===== config.mk =====
export PLATFORM = sky130hd
export DESIGN_NAME = rr_hold_arbiter
export DESIGN_NICKNAME = d
export VERILOG_FILES = /design/src/rtl/rr_hold_arbiter.sv
export SDC_FILE = /design/constraint.sdc
export NUM_CORES = 1
export LEC_CHECK = 0
export CAP_MARGIN = 25
export CORE_ASPECT_RATIO = 1.5
export CORE_MARGIN = 2
export CORE_UTILIZATION = 40
export DETAILED_ROUTE_END_ITERATION = 10
export GPL_TIMING_DRIVEN = 1
export PLACE_DENSITY = 0.69
export REMOVE_ABC_BUFFERS = 1
export SYNTH_ARGS = -nofsm -noshare
export SYNTH_HDL_FRONTEND = slang
export SYNTH_SLANG_ARGS = --single-unit

===== constraint.sdc =====
create_clock -name clk -period 1.7 [get_ports clk]
set_input_delay 0.34 -clock clk [delete_from_list [all_inputs] [get_ports clk]]
set_output_delay 0.34 -clock clk [all_outputs]
set_load 0.02 [all_outputs]

===== src/rtl/rr_hold_arbiter.sv =====
// ============================================================================
// Module      : rr_hold_arbiter
// Description : Round-robin arbiter with registered one-hot grants, grant
//               hold while the owner keeps requesting, and a bounded hold
//               limit. Optional high-priority class under RR_ARB_PRIO_EN.
// Revision    : 1.0 - initial release
// ============================================================================
`default_nettype none

module rr_hold_arbiter #(
    parameter int N        = 4,
    parameter int MAX_HOLD = 8,
    parameter int IDXW     = $clog2(N)
) (
    input  logic            clk,
    input  logic            res_n,
    input  logic [N-1:0]    req,
`ifdef RR_ARB_PRIO_EN
    input  logic [N-1:0]    prio,
`endif
    output logic [N-1:0]    grant,
    output logic            grant_valid,
    output logic [IDXW-1:0] grant_idx
);

    // Wide enough to hold MAX_HOLD; a single bit suffices when unlimited.
    localparam int HOLD_W = (MAX_HOLD < 1) ? 1 : $clog2(MAX_HOLD + 1);
    localparam logic [N-1:0]      ONE_HOT0 = N'(1);
    localparam logic [HOLD_W-1:0] HOLD_ONE = HOLD_W'(1);
    localparam logic [HOLD_W-1:0] HOLD_LIM = HOLD_W'(MAX_HOLD);

    typedef enum logic [0:0] {
        S_IDLE = 1'b0,
        S_OWN  = 1'b1
    } state_t;

    state_t              r_state;
    logic [IDXW-1:0]     r_owner;
    logic [IDXW-1:0]     r_last;
    logic [HOLD_W-1:0]   r_hold;

    state_t              w_nxt_state;
    logic [IDXW-1:0]     w_nxt_owner;
    logic [IDXW-1:0]     w_nxt_last;
    logic [HOLD_W-1:0]   w_nxt_hold;
    logic [N-1:0]        w_nxt_grant;
    logic [IDXW-1:0]     w_nxt_idx;

    logic [N-1:0]        w_owner_mask;
    logic [N-1:0]        w_pool;
    logic [N-1:0]        w_cand;
    logic                w_found;
    logic [IDXW-1:0]     w_win;
    logic                w_owner_req;
    logic                w_expired;

    // The current owner is never a candidate: on drop it is not requesting,
    // and on hold expiry it must yield to anyone else waiting.
    always_comb begin
        w_owner_mask = '0;
        if (r_state == S_OWN) begin
            w_owner_mask = ONE_HOT0 << r_owner;
        end
        w_pool = req & ~w_owner_mask;
    end

`ifdef RR_ARB_PRIO_EN
    logic [N-1:0] w_hp;

    always_comb begin
        w_hp   = w_pool & prio;
        w_cand = (|w_hp) ? w_hp : w_pool;
    end
`else
    always_comb begin
        w_cand = w_pool;
    end
`endif

    // First set candidate bit scanning upward from last+1 with wrap-around.
    always_comb begin : p_search
        int              k;
        logic [IDXW-1:0] pos;
        k       = 0;
        pos     = '0;
        w_found = 1'b0;
        w_win   = '0;
        for (int i = 0; i < N; i++) begin
            k   = (int'(r_last) + 1 + i) % N;
            pos = IDXW'(k);
            if (!w_found && w_cand[pos]) begin
                w_found = 1'b1;
                w_win   = pos;
            end
        end
    end

    always_comb begin
        w_owner_req = req[r_owner];
        w_expired   = (MAX_HOLD != 0) && (r_hold == HOLD_LIM);
    end

    always_comb begin
        w_nxt_state = r_state;
        w_nxt_owner = r_owner;
        w_nxt_last  = r_last;
        w_nxt_hold  = r_hold;

        case (r_state)
            S_IDLE: begin
                if (w_found) begin
                    w_nxt_state = S_OWN;
                    w_nxt_owner = w_win;
                    w_nxt_last  = w_win;
                    w_nxt_hold  = HOLD_ONE;
                end
            end

            S_OWN: begin
                if (w_owner_req && !w_expired) begin
                    if (r_hold != '1) begin
                        w_nxt_hold = r_hold + HOLD_ONE;
                    end
                end else if (w_found) begin
                    w_nxt_owner = w_win;
                    w_nxt_last  = w_win;
                    w_nxt_hold  = HOLD_ONE;
                end else if (w_owner_req) begin
                    // Expired but uncontested: re-grant in place, no dead cycle.
                    w_nxt_last  = r_owner;
                    w_nxt_hold  = HOLD_ONE;
                end else begin
                    w_nxt_state = S_IDLE;
                    w_nxt_hold  = '0;
                end
            end

            default: begin
                w_nxt_state = S_IDLE;
                w_nxt_hold  = '0;
            end
        endcase

        w_nxt_grant = '0;
        w_nxt_idx   = '0;
        if (w_nxt_state == S_OWN) begin
            w_nxt_grant = ONE_HOT0 << w_nxt_owner;
            w_nxt_idx   = w_nxt_owner;
        end
    end

    always_ff @(posedge clk or negedge res_n) begin
        if (!res_n) begin
            r_state     <= S_IDLE;
            r_owner     <= '0;
            r_last      <= IDXW'(N - 1);
            r_hold      <= '0;
            grant       <= '0;
            grant_valid <= 1'b0;
            grant_idx   <= '0;
        end else begin
            r_state     <= w_nxt_state;
            r_owner     <= w_nxt_owner;
            r_last      <= w_nxt_last;
            r_hold      <= w_nxt_hold;
            grant       <= w_nxt_grant;
            grant_valid <= (w_nxt_state == S_OWN);
            grant_idx   <= w_nxt_idx;
        end
    end

endmodule

`default_nettype wire

# Yosys cells after proc, flatten, opt, wreduce, memory -nomap -nowiden
# Cells that the tools add are included.
dict set report classes {
  add_sub_neg 5
  order_cmp 5
  eq_ne 6
  shift 2
  n_mux 40
  n_bitwise 3
  n_reduce_logical 10
}
# operator n
set op_table {}
lappend op_table {{$mux W2} 11}
lappend op_table {{$mux W4} 5}
lappend op_table {{$lt A2 B3 Y1 const B} 5}
lappend op_table {{$mux W1} 15}
lappend op_table {{$bmux W1 S2} 5}
lappend op_table {{$pmux W2 S2} 2}
lappend op_table {{$pmux W4 S2} 1}
lappend op_table {{$shl A1 B2 Y4 const A} 2}
lappend op_table {{$add A2 B2 Y2 const B} 3}
lappend op_table {{$add A4 B1 Y4 const B} 1}
lappend op_table {{$and A4 B4 Y4} 1}
lappend op_table {{$eq A4 B4 Y1 const B} 1}
lappend op_table {{$logic_and A1 B1 Y1} 4}
lappend op_table {{$logic_not A1 Y1} 4}
lappend op_table {{$ne A2 B2 Y1 const B} 2}
lappend op_table {{$ne A4 B4 Y1 const B} 1}
lappend op_table {{$not A4 Y4} 1}
lappend op_table {{$ne A3 B1 Y1 const B} 1}
lappend op_table {{$ne A3 B2 Y1 const B} 1}
lappend op_table {{$reduce_and A3 Y1} 1}
lappend op_table {{$add A2 B1 Y2 const B} 1}
lappend op_table {{$pmux W1 S2} 1}
lappend op_table {{$reduce_and A2 Y1} 1}
lappend op_table {{$not A1 Y1} 1}
dict set report totals {
  ff_bits 15
  word_cells 77
}

# Longest topological paths before layout
dict set report depth {
  ltp_word 21
  mapped_depth 9
  ltp_nobuf 9
}

# Worst setup path after synthesis
# No wires, ideal clock.
dict set report synth_timing {
  path_type {register to register}
  from {reg r_state}
  to {reg grant[3]}
  setup_time_ps 77
  arrival_time_ps 1720
  t_required_ps 1623
  path_slack_ps -97
  stages_incl_launch_ff 7
  path_buffers 1
  cell_sequence {dfrtp_1 -> buf_6 -> and3_1 -> o31ai_1 -> o221ai_1 -> a211o_1 -> a21oi_1}
}
dict set report synth_via {
  elab_chain_cells 20
}
# item line
set synth_rtl {}
lappend synth_rtl {{start, declared} 37} ;# state_t r_state;
lappend synth_rtl {{start signal, assigned} 162} ;# r_state <= w_nxt_state;
lappend synth_rtl {{$mux W4} 61} ;# if (r_state == S_OWN) begin
lappend synth_rtl {{$not A4 Y4} 64} ;# w_pool = req & ~w_owner_mask;
lappend synth_rtl {{$and A4 B4 Y4} 64}
lappend synth_rtl {{$bmux W1 S2} 91} ;# if (!w_found && w_cand[pos]) begin
lappend synth_rtl {{$mux W1 (not written as such)} 91}
lappend synth_rtl {{$mux W1} 91}
lappend synth_rtl {{$logic_not A1 Y1} 91}
lappend synth_rtl {{$logic_and A1 B1 Y1} 91}
lappend synth_rtl {{(+5 left out)} -}
lappend synth_rtl {{$logic_and A1 B1 Y1} 91}
lappend synth_rtl {{$mux W2 or $mux W1 (tied branches)} 91}
lappend synth_rtl {{$mux W2} {111, 124}}
lappend synth_rtl {{$mux W2} 120} ;# if (w_owner_req && !w_expired) begin
lappend synth_rtl {{$pmux W2 S2} 109} ;# case (r_state)
lappend synth_rtl {{$shl A1 B2 Y4} 147} ;# w_nxt_grant = ONE_HOT0 << w_nxt_owner;
lappend synth_rtl {{$mux W4 *} 146} ;# if (w_nxt_state == S_OWN) begin
lappend synth_rtl {{via w_nxt_grant[3]} 46} ;# logic [N-1:0] w_nxt_grant;
lappend synth_rtl {{end signal, assigned} 166} ;# grant <= w_nxt_grant;
lappend synth_rtl {{end, declared} 21} ;# output logic [N-1:0] grant,
# The timed path passes the listed nets; every way through them passes the cells marked *. The select of a mux whose other input is x is not followed.
# A chain may end at the register's enable or synchronous reset.

# Final worst setup path
dict set report layout_timing {
  from {reg r_owner[0]}
  to {reg grant[2]}
}
dict set report layout_via {
  elab_chain_cells 21
}
# item line
set layout_rtl {}
lappend layout_rtl {{start, declared} 38} ;# logic [IDXW-1:0] r_owner;
lappend layout_rtl {{start signal, assigned} 163} ;# r_owner <= w_nxt_owner;
lappend layout_rtl {{$shl A1 B2 Y4} 62} ;# w_owner_mask = ONE_HOT0 << r_owner;
lappend layout_rtl {{$mux W4} 61}
lappend layout_rtl {{$not A4 Y4} 64}
lappend layout_rtl {{$and A4 B4 Y4} 64}
lappend layout_rtl {{$bmux W1 S2} 91}
lappend layout_rtl {{$mux W1 (not written as such)} 91}
lappend layout_rtl {{$mux W1} 91}
lappend layout_rtl {{$logic_not A1 Y1} 91}
lappend layout_rtl {{(+7 left out)} -}
lappend layout_rtl {{$mux W2 or $mux W1 (tied branches)} 91}
lappend layout_rtl {{$mux W2} {111, 124}}
lappend layout_rtl {{$mux W2} 120}
lappend layout_rtl {{$pmux W2 S2 *} 109}
lappend layout_rtl {{via w_nxt_owner[0]} 43} ;# logic [IDXW-1:0] w_nxt_owner;
lappend layout_rtl {{$shl A1 B2 Y4 *} 147}
lappend layout_rtl {{$mux W4 *} 146}
lappend layout_rtl {{via w_nxt_grant[2]} 46}
# Marked as above.

==> summary.md <==
| Metric | Value |
|---|---|
| Worst path cell trace | `and3_1 > o31ai_4 > buf_4 > a21oi_1 > o22a_2 > o21a_4 > inv_2 > nor3_2` |
| Worst endpoint required time | `1.89 ns` |
| Rows | `22` |
| Top cells by count, synth | `dfrtp_1, nand2_1, a21oi_1, nor2_1, inv_1` |
| Largest net degree at the start of global routing | `16` |
| Final Core Density | `57.7%` |
| N_diodes | `0` |
| Fin crit share | `106%` |
| Post-synth top area share | `33.1%` |
| Endpoints failing setup | `10` |
| Syn Std Cell Area | `a little under 1000 sq um` |
| Root buf cell | `clkbuf_4` |
| Reg-to-reg slack, setup | `-0.10 ns` |
| Placer Congestion | `around 1` |
| Placed instance area | `1230 sq um` |
| Sequential fraction of the synthesis area | `38.4%` |
| Reg2reg end | `grant[2]$_DFF_PN0_` |
| Vias in the first global route | `980` |
| Worst slew margin | `between 70 and 80%` |
| Share of post-route cells with drive strength above 1 | `40.9%` |
| Critical path capture point type | `register` |
| Later-pin clock latency in the skew report | `0.28 ns` |
| WP data arrival | `about 2 ns` |
| Fin. max-slew vios | `0` |
| FILL cells | `210` |
| Number of routed nets with antenna violations | `0` |
| Via density | `roughly 5.7` |
| Syn Inst Count | `around 100` |
| Dpl cells | `152` |
| Setup Skew | `0.00230 ns` |
| CTS tree | `done` |
| Hold WC Path Type | `input pin to asynchronous set/reset pin` |
| Area growth syn-to-layout | `40.6%` |
| Most common cell in the netlist | `dfrtp_1` |
| Multi-input gate area | `between 600 and 700 sq um` |
| Hold_buf cts | `0` |
| Synth area leaders | `dfrtp_1, dfstp_2, nand2_1, a21oi_1, buf_6` |
| Total power | `~2.8 mW` |
| Core Footprint | `approximately 2400 sq um` |
| H-tree levels | `1` |
| Worst reg2reg path depth | `8` |
| Synth area leader | `dfrtp_1` |
| CTS Buf Count | `3` |
| Worst setup path class | `register to register` |
| Leak pwr | `slightly above 0.6 nW` |
| Non-Filler Instances | `about 160` |
| CP max-delay cell | `dfrtp_2` |
| CTS max path bufs | `2` |
| Port Buffers | `12` |
| Final net count | `between 100 and 150` |
| RSZ-0062 raised after global routing | `true` |
| DRT Wirelength | `~2.4 mm` |
| First-pass GRT wire length | `4.17 mm` |
| DP Worst Slack | `-0.491 ns` |
| Ys Warns | `0` |
| Via count | `922` |
| CP Max Fanout | `6` |
| DRT Pass-1 Iters | `4` |
| Initial core utilization | `41.1%` |
| Initial antenna violation count | `0` |
| Pwr dens | `2030 nW/um^2` |
| Initial DRC Count | `27` |
| Clock sink count | `15` |
| Violated checks | `setup timing` |
| Final worst setup slack | `-0.102 ns` |
| Clock Pin Slew Worst Setup and Hold Paths | `0.09 ns` |
| Seq. cell area | `380 sq um` |
| Top_reg_cell synth | `dfrtp_1` |
| Wire length per cell | `14.8 um` |
| Tmin final | `1.80 ns` |
| Die area | `about 2900 sq um` |
| Max Cap Viol | `0` |
| GR Util All Layers | `19.6%` |
| Num ports | `13` |
| Die Ht | `64.7 um` |
| Synth cell types | `45` |
| Slowest stage delay, CP | `0.48 ns` |
| Total grt overflow | `0` |
| Peak VDD IR | `1.02 mV` |
| Residual DRC count | `0` |
| Detailed Place HPWL | `roughly 1.7 mm` |
| Critical Path Source Type | `register` |
| Seq cells post-synth | `15` |
| Post-synth EDFFs | `0` |
| Post-layout instance area | `around 1400 sq um` |
| FFs w/ async S/R, synth | `100%` |
| Slew @ Worst Pin | `0.339 ns` |
| Endpoints failing hold | `0` |
| Syn Area/Cell | `9.74 sq um` |
| Reg-to-reg critical path startpoint | `r_owner[0]$_DFF_PN0_` |
| Horiz. Die Dim | `44.5 um` |
| Run status | `finished with violations` |
| FMAX | `about 0.55 GHz` |
[stage by stage]
step,hold WS (ns),TNS (ns)
4_1_cts,0.363,-0.283
3_5_place_dp,0.520,-6.02
6_report,0.359,-0.476
2_1_floorplan,0.0444,-1.82
5_1_grt,0.362,-1.31
3_3_place_gp,0.514,-5.77
[critical path: cells and delay by family, from the launching register on]
| family | cells | cell delay (ns) |
|---|---|---|
| flops | 1 | 0.48 |
| simple gates | 2 | 0.27 |
| buf+inv | 2 | 0.21 |
| compound gates | 4 | 0.75 |
[cells by family after synthesis]
kind of cell | after synthesis | synth area share [%]
multiplexers | 4 | 5.98
AND/OR/NAND/NOR | 37 | 20.9
buffers and inverters | 12 | 7.25
adder cells (fa/ha/maj) | 2 | 2.54
flip-flops | 15 | 38.4
AO/OA/AOI/OAI | 31 | 24.9
[routing by layer]
layer	vias to the layer above	GRT usage (%)	share of wire [%]
li1	442	-	-
met2	27	33.9	54
met4	0	13.6	3.2
met1	442	21.1	41
met3	11	1.95	2.5
met5	-	0	0
[cell type report]
cell class / instances / area share, %
clock buffer: 4 / 1.90
inverter: 8 / 2.17
multi-input combinational: 74 / 44.4
sequential: 15 / 27.5
tap: 24 / 2.17
timing repair buffer: 36 / 21.8
[report_power, final]
group | internal [mW] | switching, mW | leakage, nW
Clock | 0.0912 | 0.115 | 0.0150
Sequential | 0.538 | 0.148 | 0.179
Combinational | 0.964 | 0.945 | 0.428
[worst max path at each step]
stage,endpoint,depth (start not counted),slack [ns],start
after floorplan,grant[2]$_DFF_PN0_,7,-0.21,r_owner[1]$_DFF_PN0_
after global placement,grant[2]$_DFF_PN0_,8,-0.46,req[3]
after detailed placement,grant[2]$_DFF_PN0_,7,-0.49,req[3]
after CTS,grant[3]$_DFF_PN0_,6,-0.08,r_owner[0]$_DFF_PN0_
after global routing,grant[2]$_DFF_PN0_,7,-0.16,r_owner[1]$_DFF_PN0_
final,grant[2]$_DFF_PN0_,8,-0.10,r_owner[0]$_DFF_PN0_
[cells in the final DEF, fill, tap and decap left out, types with 2 or more instances in the layout]
master | synthesis | layout
nor2_2 | 0 | 2
inv_2 | 2 | 2
a31oi_1 | 3 | 3
buf_4 | 0 | 22
o21ai_4 | 1 | 2
nor3_1 | 2 | 2
clkdlybuf4s50_1 | 0 | 7
o22ai_1 | 2 | 2
inv_1 | 6 | 6
clkbuf_4 | 1 | 3
nand2_1 | 12 | 12
dfrtp_1 | 13 | 11
nor2_1 | 8 | 6
o22a_4 | 0 | 2
buf_6 | 3 | 2
dlygate4sd2_1 | 0 | 5
mux2_4 | 1 | 2
o21ai_0 | 3 | 2
nor3_2 | 2 | 2
dfstp_2 | 2 | 2
ha_1 | 2 | 2
dfrtp_2 | 0 | 2
nand4_1 | 2 | 2
a21oi_1 | 8 | 7
[repair_timing]
item | in CTS | in global routing
pin swaps | 9 | 5
setup buffers | 3 | 2
gates resized for setup | 21 | 5
setup endpoints to repair | 14 | 13
[state kept, by name, indices dropped and copies added, names as in the netlist]
signal     cells
grant_idx      2
r_owner        2
r_last         2
grant          4
r_hold         4
r_state        1
Power figures use the tool's default switching activity.
==> variant: new RTL, same flow settings <==
Set the parameter `MAX_HOLD` to 32 (it was 8).
--- a/src/rtl/rr_hold_arbiter.sv
+++ b/src/rtl/rr_hold_arbiter.sv
@@ -10,5 +10,5 @@
 module rr_hold_arbiter #(
     parameter int N        = 4,
-    parameter int MAX_HOLD = 8,
+    parameter int MAX_HOLD = 32,
     parameter int IDXW     = $clog2(N)
 ) (
Behaviour: not the same (a bounded check fails within 10 cycles, from zero or initial values).
==> variant against the unedited design <==
- highest routed layer unchanged
- sequential power rose by 2.9%
- synthesized area rose by 19%
- critical path type unchanged
- design area rose by 28%
- worst setup slack got worse by 0.34 ns
- fmax fell by 16%
- power rose by 33%
- the flow still finishes with violations (negative setup slack)
- routed wire length rose by 34%
- combinational power rose by 42%
- sequential cell count rose by 2
==> variant: results <==
group,metric,value,unit
outcome,run_status,"finished, violations left",
outcome,violations,"negative setup slack",
grt,grt_start_max_net_pins,18,
grt,grt_first_pass_wirelength,4.91,mm
timing,clock_skew,0.00533,ns
timing,fin_tns_setup,-6.47,ns
placement,place.detailed.hpwl,2.29,mm
timing,worst_pin_slew,0.468,ns
finish,largest_registers,"r_hold x6, grant x4",
grt,gr-usage-met2,37.0,%
timing,setup_viol,17,
grt,met1_track_demand_over_resource,20.2,%
synth,synthFlopType,"dfrtp_1",
critical_path,cp.arrival,2.34,ns
timing,finalWorstSetupSlack,-0.444,ns
clocking,clockRootBuffer,"clkbuf_8",
synth,ys_seq_area_share,36.4,%
clocking,clk_transition_reported_paths,0.07,ns
detailed_routing,route.vias.total,1102,
detailed_routing,routed_via_density,5.25,
detailed_routing,drt_wl_total,3.19,mm
pwr,power.total,3.72,mW
finish,finish.net_count,180,
placement,gp_congestion,0.799,
synth,synth_unique_cells,49,
finish,fillCellCount,242,
pwr,power_switching_share,44.5,%
synth,synth.cells.most_frequent,"15 x dfrtp_1, 15 x nor2_1, 11 x nand2_1",
pwr,ir_worst_vdd,1.31,mV
finish,layout_cell_share_with_drive_strength_beyond_1,44.4,%
placement,detailedPlace.worstSlack,-0.664,ns
grt,groute.usage.overall,20.6,%
synth,top_cells_by_area_synth,"dfrtp_1 32%, nor2_1 4.8%, dfstp_2 4.5%",
critical_path,cp_slowest_stage_delay,0.64,ns
critical_path,timing.critical_path.fanout_max,5,
detailed_routing,detailedRoute.firstIterationViolations,20,
clocking,clock_insertion_delay_worst_skew,0.26,ns
pwr,comb_power_share,72.7,%
pwr,power_leakage,0.786,nW
synth,synth_area_per_cell,9.47,sq um
grt,use_met3,4.39,%
placement,placed_inst_area,1530,sq um
critical_path,slowest_stage_cell_cp,"dfstp_2",
pwr,power.clock.total,0.309,mW
==> variant: changes by cell type after synthesis, moves of 4 or more <==
cell / before / now
xor2_1: 0 / 4
nor2_1: 8 / 15
and3_1: 1 / 5
o211ai_1: 0 / 5
o211ai_2: 0 / 4
a21oi_1: 8 / 2
==> variant: cell type report <==
class	count	area, sq um	share of cell area (%)
multi-input combinational	93	795	45.1
clock buffer	3	41.3	2.34
inverter	7	28.8	1.63
clock inverter	1	5.00	0.284
tap	39	48.8	2.77
timing repair buffer	50	417	23.6
sequential	17	428	24.3
==> variant: metal layers <==
| layer | vias to the layer above | share of wire, % |
|---|---|---|
| li1 | 540 | - |
| met1 | 536 | 39 |
| met2 | 19 | 57 |
| met3 | 7 | 2.2 |
| met4 | 0 | 2.4 |
| met5 | - | 0 |
==> variant: what timing repair did <==
action,in CTS,in global routing
hold buffers,0,0
gates resized for setup,17,10
setup endpoints to repair,18,17
setup buffers,4,4
pin swaps,13,14
==> variant: cells by family (layout without fill, tap and decap cells) <==
group / Yosys count / count (layout) / share of synthesized area [%]
mux: 6 / 6 / 6.28
simple gates: 47 / 47 / 20.2
fa+ha+maj: 2 / 2 / 2.13
compound gates: 32 / 32 / 23.9
flops: 17 / 17 / 36.4
xor+xnor: 6 / 6 / 5.11
buf+inv: 14 / 61 / 5.96
==> variant: final timing paths <==
check                          start            to  slack, ns  cells past startpoint
max                        r_last[0]      grant[2]      -0.44                      8
min                            res_n  grant_idx[0]       0.39                      2
max reg2reg                r_last[0]      grant[2]      -0.44                      8
min reg2reg                r_hold[4]     r_hold[4]       0.57                      2
max in group asynchronous      res_n     r_last[0]       1.05                      2
min in group clk           r_hold[4]     r_hold[4]       0.57                      2
